<file path="src/rtl/pd_pkg.sv">
// ---------------------------------------------------------------------------
// pd_pkg
// Shared definitions for the fetch stage: reset PC default, the NOP word
// loaded into the decode-facing instruction register on reset, the fetch FSM
// state encoding and a word-alignment helper.
// ---------------------------------------------------------------------------
package pd_pkg;

  localparam logic [31:0] RESET_PC_DEFAULT = 32'h0100_0000;
  localparam logic [31:0] NOP_INST         = 32'h0000_0013;
  localparam logic [31:0] PC_STEP          = 32'h0000_0004;
  localparam logic [31:0] WORD_MASK        = 32'hFFFF_FFFC;

  typedef enum logic [1:0] {
    FETCH  = 2'b00,
    HOLD   = 2'b01,
    BUBBLE = 2'b10
  } fetch_state_e;

  // Clear the byte-offset bits so every fetch address is word aligned.
  function automatic logic [31:0] word_align(input logic [31:0] addr);
    return addr & WORD_MASK;
  endfunction

endpackage

</file>
<file path="src/rtl/fetch_skid_buffer.sv">
// ---------------------------------------------------------------------------
// fetch_skid_buffer
// One-entry holding register for a fetched instruction (pc + inst) that
// arrived while the decode-facing output register was stalled.
//   clock, reset : rising-edge clock, asynchronous active-high reset
//   flush        : discard the entry (highest priority)
//   load         : capture load_pc/load_inst, entry becomes valid
//   drain        : entry has been moved out, becomes empty
//   load_pc      : address of the instruction being captured
//   load_inst    : instruction word being captured
//   valid        : entry holds a live instruction
//   pc, inst     : held instruction address and word
// Load beats drain so a same-cycle drain and refill keeps the entry valid.
// ---------------------------------------------------------------------------
module fetch_skid_buffer
  import pd_pkg::*;
(
  input  logic        clock,
  input  logic        reset,
  input  logic        flush,
  input  logic        load,
  input  logic        drain,
  input  logic [31:0] load_pc,
  input  logic [31:0] load_inst,
  output logic        valid,
  output logic [31:0] pc,
  output logic [31:0] inst
);

  logic        valid_r;
  logic [31:0] pc_r;
  logic [31:0] inst_r;

  // Holding register: flush, then load, then drain, otherwise keep.
  always_ff @(posedge clock or posedge reset) begin
    if (reset) begin
      valid_r <= 1'b0;
      pc_r    <= 32'h0000_0000;
      inst_r  <= NOP_INST;
    end else if (flush) begin
      valid_r <= 1'b0;
    end else if (load) begin
      valid_r <= 1'b1;
      pc_r    <= load_pc;
      inst_r  <= load_inst;
    end else if (drain) begin
      valid_r <= 1'b0;
    end
  end

  assign valid = valid_r;
  assign pc    = pc_r;
  assign inst  = inst_r;

endmodule

</file>
<file path="src/rtl/fetch_stage.sv">
// ---------------------------------------------------------------------------
// fetch_stage
// Instruction fetch: PC register, one-cycle-latency instruction memory
// interface, registered output to decode plus one skid entry, and
// redirect handling from execute.
//   clock, reset  : rising-edge clock, asynchronous active-high reset
//   imem_req      : fetch request strobe
//   imem_addr     : word-aligned fetch address (always the PC register)
//   imem_data     : instruction returned one cycle after imem_req
//   stall_d       : decode cannot accept; output register holds
//   redirect      : taken branch/jump, redirect_pc is the new target
//   f_valid_d     : f_pc_d / f_inst_d hold a live instruction
//   f_pc_d        : instruction address to decode
//   f_inst_d      : instruction word to decode
// ---------------------------------------------------------------------------
module fetch_stage
  import pd_pkg::*;
#(
  parameter logic [31:0] RESET_PC = RESET_PC_DEFAULT
) (
  input  logic        clock,
  input  logic        reset,
  output logic        imem_req,
  output logic [31:0] imem_addr,
  input  logic [31:0] imem_data,
  input  logic        stall_d,
  input  logic        redirect,
  input  logic [31:0] redirect_pc,
  output logic        f_valid_d,
  output logic [31:0] f_pc_d,
  output logic [31:0] f_inst_d
);

  fetch_state_e state_r;
  fetch_state_e state_next_s;

  logic [31:0] pc_r;
  logic        inflight_r;
  logic [31:0] inflight_pc_r;
  logic        out_valid_r;
  logic [31:0] out_pc_r;
  logic [31:0] out_inst_r;

  logic        skid_valid_s;
  logic [31:0] skid_pc_s;
  logic [31:0] skid_inst_s;

  logic        load_out_s;
  logic        skid_load_s;
  logic        skid_drain_s;
  logic        skid_fill_s;
  logic        issue_s;

  // Buffer control. An empty output always loads, so stall only matters
  // when the output holds a live instruction. A request is withheld in the
  // cycle the skid fills: its response could not be stored anywhere.
  always_comb begin
    load_out_s   = 1'b0;
    skid_load_s  = 1'b0;
    skid_drain_s = 1'b0;
    skid_fill_s  = 1'b0;
    issue_s      = 1'b0;
    load_out_s   = ~out_valid_r | ~stall_d;
    skid_load_s  = inflight_r & (~load_out_s | skid_valid_s);
    skid_drain_s = skid_valid_s & load_out_s;
    skid_fill_s  = skid_load_s & ~skid_valid_s;
    issue_s      = (state_r == FETCH) & ~skid_fill_s;
  end

  // Requests are suppressed while reset is held; the address is the PC
  // register alone, so neither stall_d nor redirect reaches imem_addr.
  assign imem_req  = issue_s & ~reset;
  assign imem_addr = pc_r;

  // FSM state register.
  always_ff @(posedge clock or posedge reset) begin
    if (reset) begin
      state_r <= FETCH;
    end else begin
      state_r <= state_next_s;
    end
  end

  // FSM next state; redirect wins from every state.
  always_comb begin
    state_next_s = state_r;
    case (state_r)
      FETCH: begin
        if (redirect) begin
          state_next_s = BUBBLE;
        end else if (skid_fill_s) begin
          state_next_s = HOLD;
        end else begin
          state_next_s = FETCH;
        end
      end
      HOLD: begin
        if (redirect) begin
          state_next_s = BUBBLE;
        end else if (skid_drain_s) begin
          state_next_s = FETCH;
        end else begin
          state_next_s = HOLD;
        end
      end
      BUBBLE: begin
        if (redirect) begin
          state_next_s = BUBBLE;
        end else begin
          state_next_s = FETCH;
        end
      end
      default: begin
        state_next_s = FETCH;
      end
    endcase
  end

  // PC, in-flight tracking and decode-facing output register.
  always_ff @(posedge clock or posedge reset) begin
    if (reset) begin
      pc_r          <= RESET_PC;
      inflight_r    <= 1'b0;
      inflight_pc_r <= 32'h0000_0000;
      out_valid_r   <= 1'b0;
      out_pc_r      <= 32'h0000_0000;
      out_inst_r    <= NOP_INST;
    end else if (redirect) begin
      // The response to this cycle's request is killed with the output.
      pc_r        <= word_align(redirect_pc);
      inflight_r  <= 1'b0;
      out_valid_r <= 1'b0;
    end else begin
      if (issue_s) begin
        pc_r          <= pc_r + PC_STEP;
        inflight_pc_r <= pc_r;
      end
      inflight_r <= issue_s;
      if (load_out_s) begin
        if (skid_valid_s) begin
          out_valid_r <= 1'b1;
          out_pc_r    <= skid_pc_s;
          out_inst_r  <= skid_inst_s;
        end else if (inflight_r) begin
          out_valid_r <= 1'b1;
          out_pc_r    <= inflight_pc_r;
          out_inst_r  <= imem_data;
        end else begin
          out_valid_r <= 1'b0;
        end
      end
    end
  end

  fetch_skid_buffer u_skid (
    .clock     (clock),
    .reset     (reset),
    .flush     (redirect),
    .load      (skid_load_s),
    .drain     (skid_drain_s),
    .load_pc   (inflight_pc_r),
    .load_inst (imem_data),
    .valid     (skid_valid_s),
    .pc        (skid_pc_s),
    .inst      (skid_inst_s)
  );

  assign f_valid_d = out_valid_r;
  assign f_pc_d    = out_pc_r;
  assign f_inst_d  = out_inst_r;

endmodule

</file>
<file path="config.mk">
export PLATFORM = sky130hd
export DESIGN_NAME = fetch_stage
export DESIGN_NICKNAME = d
export VERILOG_FILES = /design/src/rtl/pd_pkg.sv /design/src/rtl/fetch_skid_buffer.sv /design/src/rtl/fetch_stage.sv
export SDC_FILE = /design/constraint.sdc
export NUM_CORES = 1
export LEC_CHECK = 0
export ABC_AREA = 0
export CORE_MARGIN = 1
export CORE_UTILIZATION = 51
export CTS_CLUSTER_SIZE = 30
export DETAILED_ROUTE_END_ITERATION = 16
export GPL_ROUTABILITY_DRIVEN = 0
export PLACE_DENSITY = 0.87
export SYNTH_ARGS = -nofsm -noshare
export SYNTH_HDL_FRONTEND = slang
export SYNTH_SLANG_ARGS = --single-unit
</file>
<file path="constraint.sdc">
create_clock -name clock -period 9.8 [get_ports clock]
set_input_delay 2.45 -clock clock [delete_from_list [all_inputs] [get_ports clock]]
set_output_delay 2.45 -clock clock [all_outputs]
set_load 0.005 [all_outputs]
</file>
# --- Word-level counts from Yosys, hierarchy flattened ---
# Cells that the tools add are included.
word_totals:
  wordCells: 55
  out_inout_bits: 98
  reg_bits: 197
  inputBits: 68
classes:
  eq_ne: 2
  reduce_logical: 8
  muxes: 20
  n_addsub: 1
  n_bitwise: 14
op_table:
  columns: ["op", "n"]
  rows:
  - ["two-way mux 32 bit", 6]
  - ["adder 32 x 3 -> 32 bit, second input constant", 1]
  - ["two-way mux 1 bit", 10]
  - ["inverter 1 bit", 7]
  - ["two-way mux 2 bit", 3]
  - ["case mux 2 bit (3 select lines)", 1]
  - ["nonzero test 2 bit", 3]
  - ["AND 1 bit", 5]
  - ["AND reduction 2 bit", 2]
  - ["AND reduction 3 bit", 1]
  - ["nonzero test 3 bit", 1]
  - ["equality test 2 x 1 -> 1 bit, second input constant", 1]
  - ["equality test 2 bit, second input constant", 1]
  - ["logical NOT 2 bit", 1]
  - ["OR 1 bit", 2]

# --- Depth between registers and ports, before layout ---
# Gate-level depths: netlist of the first run.
logic_depth:
  ltp_word: 10
  ltp_mapped: 7
  ltp_nobuf: 5

# --- Modules after synthesis ---
# A second synthesis of the first run with hierarchy kept.
hier_totals:
  hier_cells: 718
  hier_area_um2: 8798.4
by_module_without_submodules:
  columns: ["module", "area_per_inst_um2", "cells_per_inst", "seq_area_each_um2", "n_inst"]
  rows:
  - ["fetch_stage", 6049.6, 577, 3208.1, 1]
  - ["fetch_skid_buffer", 2748.9, 141, 1630.3, 1]

# --- Worst setup path after synthesis of the first run ---
# No wires, ideal clock.
synth_path:
  kind: "input port to output port"
  startpoint: "input port stall_d"
  endpoint: "output port imem_req"
  stages: 3
  required_ns: 7.350
  slack_ns: 4.530
  n_path_buf: 0
  t_arrival_ns: 2.820
  cell_sequence: "nand4b_1 -> nand2_1 -> nor2_1"
synth_via:
  elab_chain_cells: 9
synth_lines:
  columns: ["item", "line_no", "rtl"]
  rows:
  - ["start: declaration", "fetch_stage.sv:26", "input logic stall_d,"]
  - ["inverter 1 bit", "fetch_stage.sv:63", "load_out_s = ~out_valid_r | ~stall_d;"]
  - ["OR 1 bit", "fetch_stage.sv:63", null]
  - ["inverter 1 bit", "fetch_stage.sv:64", "skid_load_s = inflight_r & (~load_out_s | skid_valid_s);"]
  - ["OR 1 bit", "fetch_stage.sv:64", null]
  - ["AND 1 bit", "fetch_stage.sv:64", null]
  - ["AND 1 bit", "fetch_stage.sv:66", "skid_fill_s = skid_load_s & ~skid_valid_s;"]
  - ["inverter 1 bit", "fetch_stage.sv:67", "issue_s = (state_r == FETCH) & ~skid_fill_s;"]
  - ["AND 1 bit", "fetch_stage.sv:67", null]
  - ["AND 1 bit", "fetch_stage.sv:72", "assign imem_req = issue_s & ~reset;"]
  - ["end: declaration", "fetch_stage.sv:23", "output logic imem_req,"]
# No other way between the ends.

# --- Worst setup path after layout of the first run ---
# Ends and elaborated chain as after synthesis.

==> qor.csv, run 1 <==
stage,metric,value,unit
outcome,outcome,"finished, final reports clean",
place,Post-DP Area,0.00990,mm^2
timing,RSZ-0062 raised after global routing,false,
critical_path,Worst Path Required,7350,ps
power,Comb pwr share,0.194,
cells_and_area,layout overhead on the synthesized area,28.5,%
power,Clk pwr share,0.312,
die,Top Ports,166,
cells_and_area,n_diodes,0,
critical_path,most frequent CP cell,clkdlybuf4s50_1,
critical_path,"CP delay by family, top",buffers and inverters,
clocking,"Clk Latency, worst-skew pair",430,ps
critical_path,Worst Path Buf+Inv,2,
yosys,Yosys Warn Count,0,
yosys,synth top area cells,"dfrtp_1 56%, mux2_2 13%, mux2i_1 7.7%, a21oi_1 4.0%, nor2_1 3.4%",
timing,Slew HR,0.321,
worst_hold_path,hold depth,1,
worst_hold_path,hold path start,state_r[1]$_DFF_PP0_,
yosys,Synth async-reset ratio,1.00,
drt,Residual DRC,0,
die,Starting Density,0.530,
clocking,post-CTS sizing,0,
global_routing,global route overflow,0,
place,port bufs,159,
power,NetSw,0.000572,W
drt,met3 wire len,791,um
global_routing,number of global-route vias before repair,5755,
worst_hold_path,Hold Path Class,register to register,
timing,f_max,0.154,GHz
drt,drt first pass iters,5,
die,die width,128,um
yosys,most instantiated cells after synthesis,"182 x dfrtp_1, 93 x mux2_2, 73 x nor2_1, 65 x a21oi_1, 63 x mux2i_1",
drt,Vias/cell,5.51,
clocking,Worst-path clk slew,60,ps
global_routing,gr usage total,0.235,
power,PD cells,200,mW/mm^2
yosys,Synth top area share,0.559,
critical_path,reg-to-reg endpoint,imem_addr[29]$_DFFE_PP0P_,
yosys,Gate Count Post-Synth,689,
timing,"Hold Vio Cnt, Final",0,
worst_hold_path,worst hold endpoint,state_r[0]$_DFF_PP0_,
timing,fin crit share,0.662,
die,Die ar.,0.0165,mm^2
die,CORE AREA,0.0154,mm^2
drt,wire per inst,17.3,um
clocking,CTS buffer count,17,
critical_path,"Max FO, Critical Path",6,
power,VDD IR max,123,uV
yosys,sequential area share after synthesis,0.582,
yosys,"Avg Cell Area, Syn",11.8,um^2
cells_and_area,share of post-route cells with drive strength above 1,0.173,
yosys,"EDFF count, synth",0,
critical_path,worst-path cell chain,"clkdlybuf4s50_1, nand4b_1, nand2_1, nor2_1, clkdlybuf4s50_1",
critical_path,critical path startpoint category,input pin,
clocking,setup repair bufs after CTS,0,
power,register share of total power,0.493,
yosys,#FFs+latches synth,189,
power,internal power,0.00152,W
flow_run,max cap viols,0,
yosys,most numerous cell in the Yosys netlist,dfrtp_1,
drt,metal2 WL,9.01,mm
timing,hold_ws,476,ps
drt,Final ANT Viol Nets,0,
cells_and_area,fin nets,899,
critical_path,critical path capture point type,primary output,
yosys,library cells used by synthesis,34,
drt,starting DRC count in detailed routing,369,
critical_path,CP max-delay cell,clkdlybuf4s50_1,
yosys,"area leader, netlist",dfrtp_1,
cells_and_area,design area,0.0105,mm^2
place,post-DP HPWL,11.8,mm
timing,actual slew at the worst max-slew pin,1020,ps
critical_path,Worst Setup Path Type,input pin to primary output,
clocking,H-tree depth,4,
critical_path,reg2reg path depth,5,
power,total power,0.00209,W
yosys,synthesized cell area,0.00814,mm^2
drt,DR vias,5806,
drt,M1 WL,8.05,mm
die,Die Height,128,um
clocking,maximum buffer depth of the clock tree,2,
global_routing,pin count of the biggest net entering global routing,107,
die,row cnt,45,
power,Sw Share,0.273,
clocking,clock root buffer,clkbuf_16,
yosys,ys flop type,dfrtp_1,
timing,Setup TNS,0,ps
timing,Tmin final,6490,ps
clocking,hold buffers post-CTS,0,
critical_path,CP max stage delay,560,ps
clocking,CTS tree,built,
timing,Final Setup Violations,0,
power,LEAKAGE,4.25,nW
critical_path,R2R Setup Slk,7160,ps
global_routing,initial antenna violation count,0,
drt,WL final,18.2,mm
clocking,Clock Sinks,189,
critical_path,worst r2r src,u_skid.valid$_DFFE_PP0P_,
global_routing,first-pass GRT wire length,29.7,mm
timing,fin. max-slew vios,0,
drt,top sig layer,met4,
timing,Final Skew,8.06,ps
critical_path,Critical Path AT,4040,ps
==> stage by stage <==
stage,setup WS [ps],instances,utilization
final,3310,1054,0.681
after global routing,3210,1054,0.681
after CTS,3310,1054,0.681
after detailed placement,3330,1022,0.644
after global placement,3320,1022,0.644
after floorplan,2220,692,-
==> state kept, by name, summed over array words and instances, names as in the netlist <==
name	count
f_inst_d	32
f_pc_d	30
f_valid_d	1
imem_addr	30
inflight_pc_r	30
inflight_r	1
state_r	2
u_skid.inst	32
u_skid.pc	30
u_skid.valid	1
==> power groups by stage <==
| stage | clock (W) | combinational, W | sequential, W |
|---|---|---|---|
| final | 0.000654 | 0.000407 | 0.00103 |
| after global placement | 0 | 0.000392 | 0.00103 |
| after global routing | 0.000700 | 0.000446 | 0.00105 |
| after CTS | 0.000668 | 0.000412 | 0.00103 |
| after floorplan | 0 | 0.000186 | 0.00102 |
| after detailed placement | 0 | 0.000407 | 0.00104 |
==> worst register-to-register path: stages, from the launching register on <==
cell      delay [ps]
dfrtp_4          570
nand4b_1         280
nand3_1          400
or3_1            600
or4_1            540
a31oi_1          170
==> layout by cell type, fill, tap and decap left out, drive strengths merged, types with 18 or more instances in the layout <==
cell type      count
dfrtp            182
clkdlybuf4s50    158
mux2              93
nor2              73
a21oi             65
mux2i             63
nand2             37
o21ai             28
xnor2             20
clkbuf            18
==> final cells by class <==
type / instances / area, um^2
sequential: 189 / 4740
fill: 1154 / 4910
inverter: 5 / 26.3
timing repair buffer: 165 / 1630
clock inverter: 14 / 124
multi-input combinational: 452 / 3230
tap: 211 / 264
clock buffer: 18 / 439
==> metal layers <==
layer	vias to the layer above	track usage
met1	2903	0.310
met3	30	0.0424
met4	0	0.0872
met2	167	0.390
met5	-	0
li1	2706	-
==> worst max path at each step <==
stage	from	cells past startpoint	slack, ps	endpoint
after floorplan	reset	1	2220	f_inst_d[10]$_DFFE_PP0P_
after global placement	stall_d	5	3320	imem_req
after detailed placement	stall_d	5	3330	imem_req
after CTS	stall_d	5	3310	imem_req
after global routing	stall_d	5	3210	imem_req
final	stall_d	5	3310	imem_req
==> cells by family after synthesis <==
| logic type | after synthesis | synth area share |
|---|---|---|
| AO/OA/AOI/OAI | 100 | 0.0630 |
| XOR/XNOR | 25 | 0.0269 |
| adder cells (fa/ha/maj) | 1 | 0.00154 |
| buffers and inverters | 51 | 0.0257 |
| flip-flops | 189 | 0.582 |
| multiplexers | 156 | 0.206 |
| other | 1 | 0.000461 |
| AND/OR/NAND/NOR | 166 | 0.0945 |
(Power assumes the default switching activity.)
==> run 2: changes to the inputs <==
--- a/config.mk
+++ b/config.mk
@@ -7,11 +7,11 @@
 export LEC_CHECK = 0
 export ABC_AREA = 0
 export CORE_MARGIN = 1
-export CORE_UTILIZATION = 51
+export CORE_UTILIZATION = 46
 export CTS_CLUSTER_SIZE = 30
 export DETAILED_ROUTE_END_ITERATION = 16
 export GPL_ROUTABILITY_DRIVEN = 0
-export PLACE_DENSITY = 0.87
+export PLACE_DENSITY = 0.84
 export SYNTH_ARGS = -nofsm -noshare
 export SYNTH_HDL_FRONTEND = slang
 export SYNTH_SLANG_ARGS = --single-unit
==> constraint.sdc (replaced) <==
create_clock -name clock -period 5.8 [get_ports clock]
set_input_delay 1.45 -clock clock [delete_from_list [all_inputs] [get_ports clock]]
set_output_delay 1.45 -clock clock [all_outputs]
set_load 0.005 [all_outputs]
==> qor.csv, run 2 (same netlist as run 1, synthesis figures left out) <==
stage,metric,value,unit,change
outcome,outcome,"finished, final reports clean",,unchanged
drt,DR vias,5656,,was 5806
cells_and_area,layout overhead on the synthesized area,29.1,%,was 28.5%
drt,Residual DRC,0,,unchanged
cells_and_area,fin nets,900,,was 899
power,NetSw,0.000957,W,was 0.000572 W
drt,Final ANT Viol Nets,0,,unchanged
clocking,CTS tree,built,,unchanged
critical_path,worst r2r src,u_skid.valid$_DFFE_PP0P_,,unchanged
critical_path,critical path startpoint category,input pin,,unchanged
place,post-DP HPWL,11.5,mm,was 11.8 mm
clocking,maximum buffer depth of the clock tree,2,,unchanged
critical_path,critical path capture point type,primary output,,unchanged
cells_and_area,Finished Layout Cells,1069,,was 1054
power,PD cells,336,mW/mm^2,was 200 mW/mm^2
flow_run,max cap viols,0,,unchanged
power,internal power,0.00257,W,was 0.00152 W
die,Starting Density,0.471,,was 0.530
timing,Tmin final,4470,ps,
global_routing,initial antenna violation count,0,,unchanged
critical_path,Worst Path Buf+Inv,2,,unchanged
critical_path,Worst Path Required,4350,ps,was 7350 ps
global_routing,number of global-route vias before repair,5731,,was 5755
die,die width,135,um,was 128 um
clocking,Clock Sinks,189,,unchanged
power,VDD IR max,197,uV,was 123 uV
power,Clk pwr share,0.314,,was 0.312
critical_path,CP max stage delay,560,ps,about the same
die,Die ar.,0.0182,mm^2,was 0.0165 mm^2
cells_and_area,"commonest non-fill, non-tap cells in the layout","181 x dfrtp_1, 158 x clkdlybuf4s50_1, 93 x mux2_2",,unchanged
critical_path,most frequent CP cell,clkdlybuf4s50_1,,unchanged
global_routing,pin count of the biggest net entering global routing,82,,was 107
clocking,clock root buffer,clkbuf_16,,unchanged
drt,wire per inst,16.6,um,was 17.3 um
drt,Vias/cell,5.29,,was 5.51
worst_hold_path,Hold Path Class,register to register,,unchanged
timing,RSZ-0062 raised after global routing,false,,unchanged
power,register share of total power,0.493,,about the same
critical_path,"Max FO, Critical Path",6,,unchanged
timing,f_max,0.224,GHz,
timing,fin. max-slew vios,0,,unchanged
critical_path,"CP delay by family, top",buffers and inverters,,unchanged
worst_hold_path,hold path start,state_r[1]$_DFF_PP0_,,unchanged
critical_path,worst-path cell chain,"clkdlybuf4s50_1, nand4b_1, nand2_1, nor2_1, clkdlybuf4s50_1",,unchanged
critical_path,Critical Path AT,3020,ps,was 4040 ps
timing,Final Skew,12.4,ps,was 8.06 ps
place,Worst Setup Slack post-DPL,1380,ps,was 3330 ps
timing,fin crit share,0.771,,
cells_and_area,"most common cell after layout, fill and taps aside",dfrtp_1,,unchanged
power,LEAKAGE,4.26,nW,was 4.25 nW
timing,Final WS setup,1330,ps,was 3310 ps
die,row cnt,48,,was 45
timing,Slew HR,0.340,,was 0.321
drt,WL final,17.7,mm,was 18.2 mm
power,Comb pwr share,0.193,,was 0.194
global_routing,global route overflow,0,,unchanged
clocking,H-tree depth,4,,unchanged
die,CORE AREA,0.0173,mm^2,was 0.0154 mm^2
clocking,"Clk Latency, worst-skew pair",420,ps,was 430 ps
cells_and_area,n_diodes,0,,unchanged
global_routing,first-pass GRT wire length,29.2,mm,was 29.7 mm
timing,actual slew at the worst max-slew pin,990,ps,was 1020 ps
drt,starting DRC count in detailed routing,287,,was 369
clocking,hold buffers post-CTS,0,,unchanged
global_routing,gr usage total,0.206,,was 0.235
critical_path,Worst Setup SP,stall_d,,unchanged
clocking,setup repair bufs after CTS,0,,unchanged
power,Sw Share,0.271,,was 0.273
critical_path,CP max-delay cell,clkdlybuf4s50_1,,unchanged
timing,"Hold Vio Cnt, Final",0,,unchanged
critical_path,Worst Setup Path Type,input pin to primary output,,unchanged
timing,Setup TNS,0,ps,unchanged
cells_and_area,share of post-route cells with drive strength above 1,0.174,,was 0.173
place,placed insts,1037,,was 1022
timing,Final Setup Violations,0,,unchanged
cells_and_area,fillers,1388,,was 1154
clocking,CTS buffer count,17,,unchanged
die,Top Ports,166,,unchanged
place,port bufs,159,,unchanged
die,Die Height,135,um,was 128 um
drt,drt first pass iters,4,,was 5
clocking,post-CTS sizing,0,,unchanged
clocking,Worst-path clk slew,70,ps,was 60 ps
run 2: cell type report:
class,count,area (um^2),share of cell area
Inverter,5,22.5,0.00214
Multi-Input combinational cell,452,3230,0.308
Timing Repair Buffer,166,1660,0.158
Clock buffer,18,439,0.0418
Clock inverter,14,133,0.0126
Tap cell,225,282,0.0268
Sequential cell,189,4740,0.451
run 2: worst reg2reg max path, cell delays in order, from the launching register on:
cell      delay [ps]
dfrtp_4          530
nand4b_1         270
nand3_1          420
or3_1            610
or4_1            530
a31oi_1          160
run 2: metal layers:
layer | track usage | part of all wire | vias to the layer above
met5 | 0 | 0 | -
met4 | 0.0699 | 0.017 | 0
met3 | 0.0394 | 0.043 | 26
met2 | 0.322 | 0.47 | 170
met1 | 0.287 | 0.47 | 2779
li1 | - | - | 2681
run 2: final timing paths:
path	cells past startpoint	to	slack, ps
worst min register to register	1	state_r[0]$_DFF_PP0_	490
worst max register to register	5	imem_addr[29]$_DFFE_PP0P_	3210
min in group asynchronous	2	imem_addr[3]$_DFFE_PP0P_	1490
worst max-delay path	5	imem_req	1330
worst min-delay path	1	state_r[0]$_DFF_PP0_	490
max in group asynchronous	3	u_skid.inst[29]$_DFFE_PP0P_	3470
run 2: power by group through the flow:
stage	Combinational (W)	Sequential, W	Clock, W
after floorplan	0.000315	0.00173	0
after global routing	0.000753	0.00177	0.00118
after detailed placement	0.000688	0.00176	0
after CTS	0.000694	0.00174	0.00113
final	0.000683	0.00174	0.00111
after global placement	0.000668	0.00175	0
run 2: through the flow:
| step | hold WS, ps | total power [W] | instance area (um^2) | utilization |
|---|---|---|---|---|
| 6_report | 492 | 0.00353 | 10500 | 0.608 |
| 2_1_floorplan | 434 | 0.00205 | 8160 | - |
| 5_1_grt | 510 | 0.00371 | 10500 | 0.608 |
| 4_1_cts | 501 | 0.00357 | 10500 | 0.608 |
| 3_5_place_dp | 456 | 0.00245 | 9940 | 0.575 |
| 3_3_place_gp | 445 | 0.00242 | 9940 | 0.575 |
==> run 3: changes to the inputs <==
==> constraint.sdc (replaced) <==
create_clock -name clock -period 3.9 [get_ports clock]
set_input_delay 0.975 -clock clock [delete_from_list [all_inputs] [get_ports clock]]
set_output_delay 0.975 -clock clock [all_outputs]
set_load 0.005 [all_outputs]
==> qor.csv, run 3 (same netlist as run 1, synthesis figures left out) <==
stage,metric,value,unit,change
critical_path,worst r2r src,imem_addr[4]$_DFFE_PP0P_,,was u_skid.valid$_DFFE_PP0P_
flow_run,max cap viols,0,,unchanged
die,Starting Density,0.471,,unchanged
power,LEAKAGE,4.31,nW,was 4.26 nW
critical_path,reg2reg path depth,5,,unchanged
timing,Setup TNS,0,ps,unchanged
drt,starting DRC count in detailed routing,284,,was 287
timing,fin. max-slew vios,0,,unchanged
clocking,setup repair bufs after CTS,0,,unchanged
critical_path,reg-to-reg endpoint,imem_addr[29]$_DFFE_PP0P_,,unchanged
global_routing,first-pass GRT wire length,29.5,mm,was 29.2 mm
die,row cnt,48,,unchanged
place,post-DP HPWL,12.2,mm,was 11.5 mm
die,Die Height,135,um,unchanged
timing,f_max,0.292,GHz,
cells_and_area,"commonest non-fill, non-tap cells in the layout","181 x dfrtp_1, 158 x clkdlybuf4s50_1, 93 x mux2_2",,unchanged
timing,Final Skew,7.73,ps,was 12.4 ps
clocking,"Clk Latency, worst-skew pair",420,ps,about the same
global_routing,initial antenna violation count,0,,unchanged
critical_path,Worst Setup SP,stall_d,,unchanged
critical_path,CP max stage delay,510,ps,was 560 ps
global_routing,gr usage total,0.208,,was 0.206
timing,RSZ-0062 raised after global routing,false,,unchanged
clocking,CTS buffer count,17,,unchanged
place,port bufs,159,,unchanged
place,Worst Setup Slack post-DPL,523,ps,was 1380 ps
clocking,H-tree depth,4,,unchanged
cells_and_area,"most common cell after layout, fill and taps aside",dfrtp_1,,unchanged
critical_path,most frequent CP cell,clkdlybuf4s50_1,,unchanged
critical_path,critical path startpoint category,input pin,,unchanged
cells_and_area,fin nets,907,,was 900
critical_path,worst-path cell chain,"clkdlybuf4s50_1, nand4b_1, nand2_1, nor2_1, clkdlybuf4s50_1",,unchanged
critical_path,Worst Path Required,2920,ps,was 4350 ps
worst_hold_path,worst hold endpoint,state_r[0]$_DFF_PP0_,,unchanged
global_routing,pin count of the biggest net entering global routing,125,,was 82
critical_path,critical path capture point type,primary output,,unchanged
cells_and_area,n_diodes,0,,unchanged
critical_path,Critical Path AT,2450,ps,was 3020 ps
critical_path,"Max FO, Critical Path",3,,was 6
timing,"Hold Vio Cnt, Final",0,,unchanged
drt,Residual DRC,0,,unchanged
power,PD cells,499,mW/mm^2,was 336 mW/mm^2
outcome,outcome,"finished, final reports clean",,unchanged
clocking,CTS tree,built,,unchanged
worst_hold_path,hold path start,state_r[1]$_DFF_PP0_,,unchanged
critical_path,CP max-delay cell,clkdlybuf4s50_1,,unchanged
drt,drt first pass iters,4,,unchanged
power,total power,0.00529,W,was 0.00353 W
drt,Final ANT Viol Nets,0,,unchanged
clocking,post-CTS sizing,0,,unchanged
clocking,Clock Sinks,189,,unchanged
drt,Vias/cell,5.29,,about the same
timing,Final Setup Violations,0,,unchanged
power,VDD IR max,338,uV,was 197 uV
global_routing,global route overflow,0,,unchanged
timing,actual slew at the worst max-slew pin,749,ps,was 990 ps
cells_and_area,share of post-route cells with drive strength above 1,0.175,,was 0.174
timing,Slew HR,0.499,,was 0.340
die,CORE AREA,0.0173,mm^2,unchanged
drt,DR vias,5682,,was 5656
worst_hold_path,Hold Path Class,register to register,,unchanged
clocking,Worst-path clk slew,60,ps,was 70 ps
drt,wire per inst,16.8,um,was 16.6 um
die,Top Ports,166,,unchanged
worst_hold_path,hold depth,1,,unchanged
timing,fin crit share,0.877,,
die,die width,135,um,unchanged
timing,Final WS setup,480,ps,was 1330 ps
clocking,hold buffers post-CTS,0,,unchanged
die,Die ar.,0.0182,mm^2,unchanged
critical_path,R2R Setup Slk,1530,ps,was 3210 ps
global_routing,number of global-route vias before repair,5735,,was 5731
clocking,maximum buffer depth of the clock tree,2,,unchanged
clocking,clock root buffer,clkbuf_16,,unchanged
critical_path,Worst Setup Path Type,input pin to primary output,,unchanged
cells_and_area,layout overhead on the synthesized area,30.2,%,was 29.1%
timing,Tmin final,3420,ps,
drt,WL final,18.0,mm,was 17.7 mm
==> run 3: changes by cell type in the layout (fill, tap and decap cells not counted) <==
cell and delta:
clkinv_8 -1, bufinv_16 +1, buf_4 +4, inv_6 -3
clkbuf_8 +4, clkinvlp_4 -1, buf_12 +3, clkbuf_1 +4
clkinv_4 -5, inv_8 -2, clkinv_2 +2
==> run 3: stage by stage <==
step                area, um^2  hold WS (ps)  instances   util
global placement         10000           454       1044  0.580
floorplan                 8160           434        692      -
finish                   10600           488       1075  0.613
global route             10600           512       1075  0.613
CTS                      10600           493       1075  0.613
detailed placement       10000           472       1044  0.580
==> run 3: report_power, final <==
part	total (W)	switching, W	internal (W)
Combinational	0.00103	0.000392	0.000640
Sequential	0.00259	0.000251	0.00234
Clock	0.00167	0.000703	0.000963
Total	0.00529	0.00135	0.00394
==> run 3: routing by layer <==
metal	part of all wire	wire, um	GRT usage
met1	0.46	8200	0.284
met2	0.48	8600	0.327
met3	0.044	786	0.0398
met4	0.024	430	0.0861
met5	0	0	0
==> run 3: worst max path at each step <==
stage	endpoint	slack, ps
floorplan	f_inst_d[10]$_DFFE_PP0P_	500
global placement	imem_req	540
detailed placement	imem_req	520
CTS	imem_req	500
global route	imem_req	370
finish	imem_req	480
==> run 3: layout make-up <==
cell class              count  area (um^2)
inverters                   5         22.5
fillers                  1384         6700
flip-flops and latches    189         4740
repair buffers            173         1750
clock buffers              26          509
multi-input cells         452         3230
clock inverters             5         56.3
well taps                 225          282
==> run 3: worst max-delay path: cells and delay by family <==
family                 cells  cell delay [ps]
buffers and inverters      2             1010
AND/OR/NAND/NOR            3              460
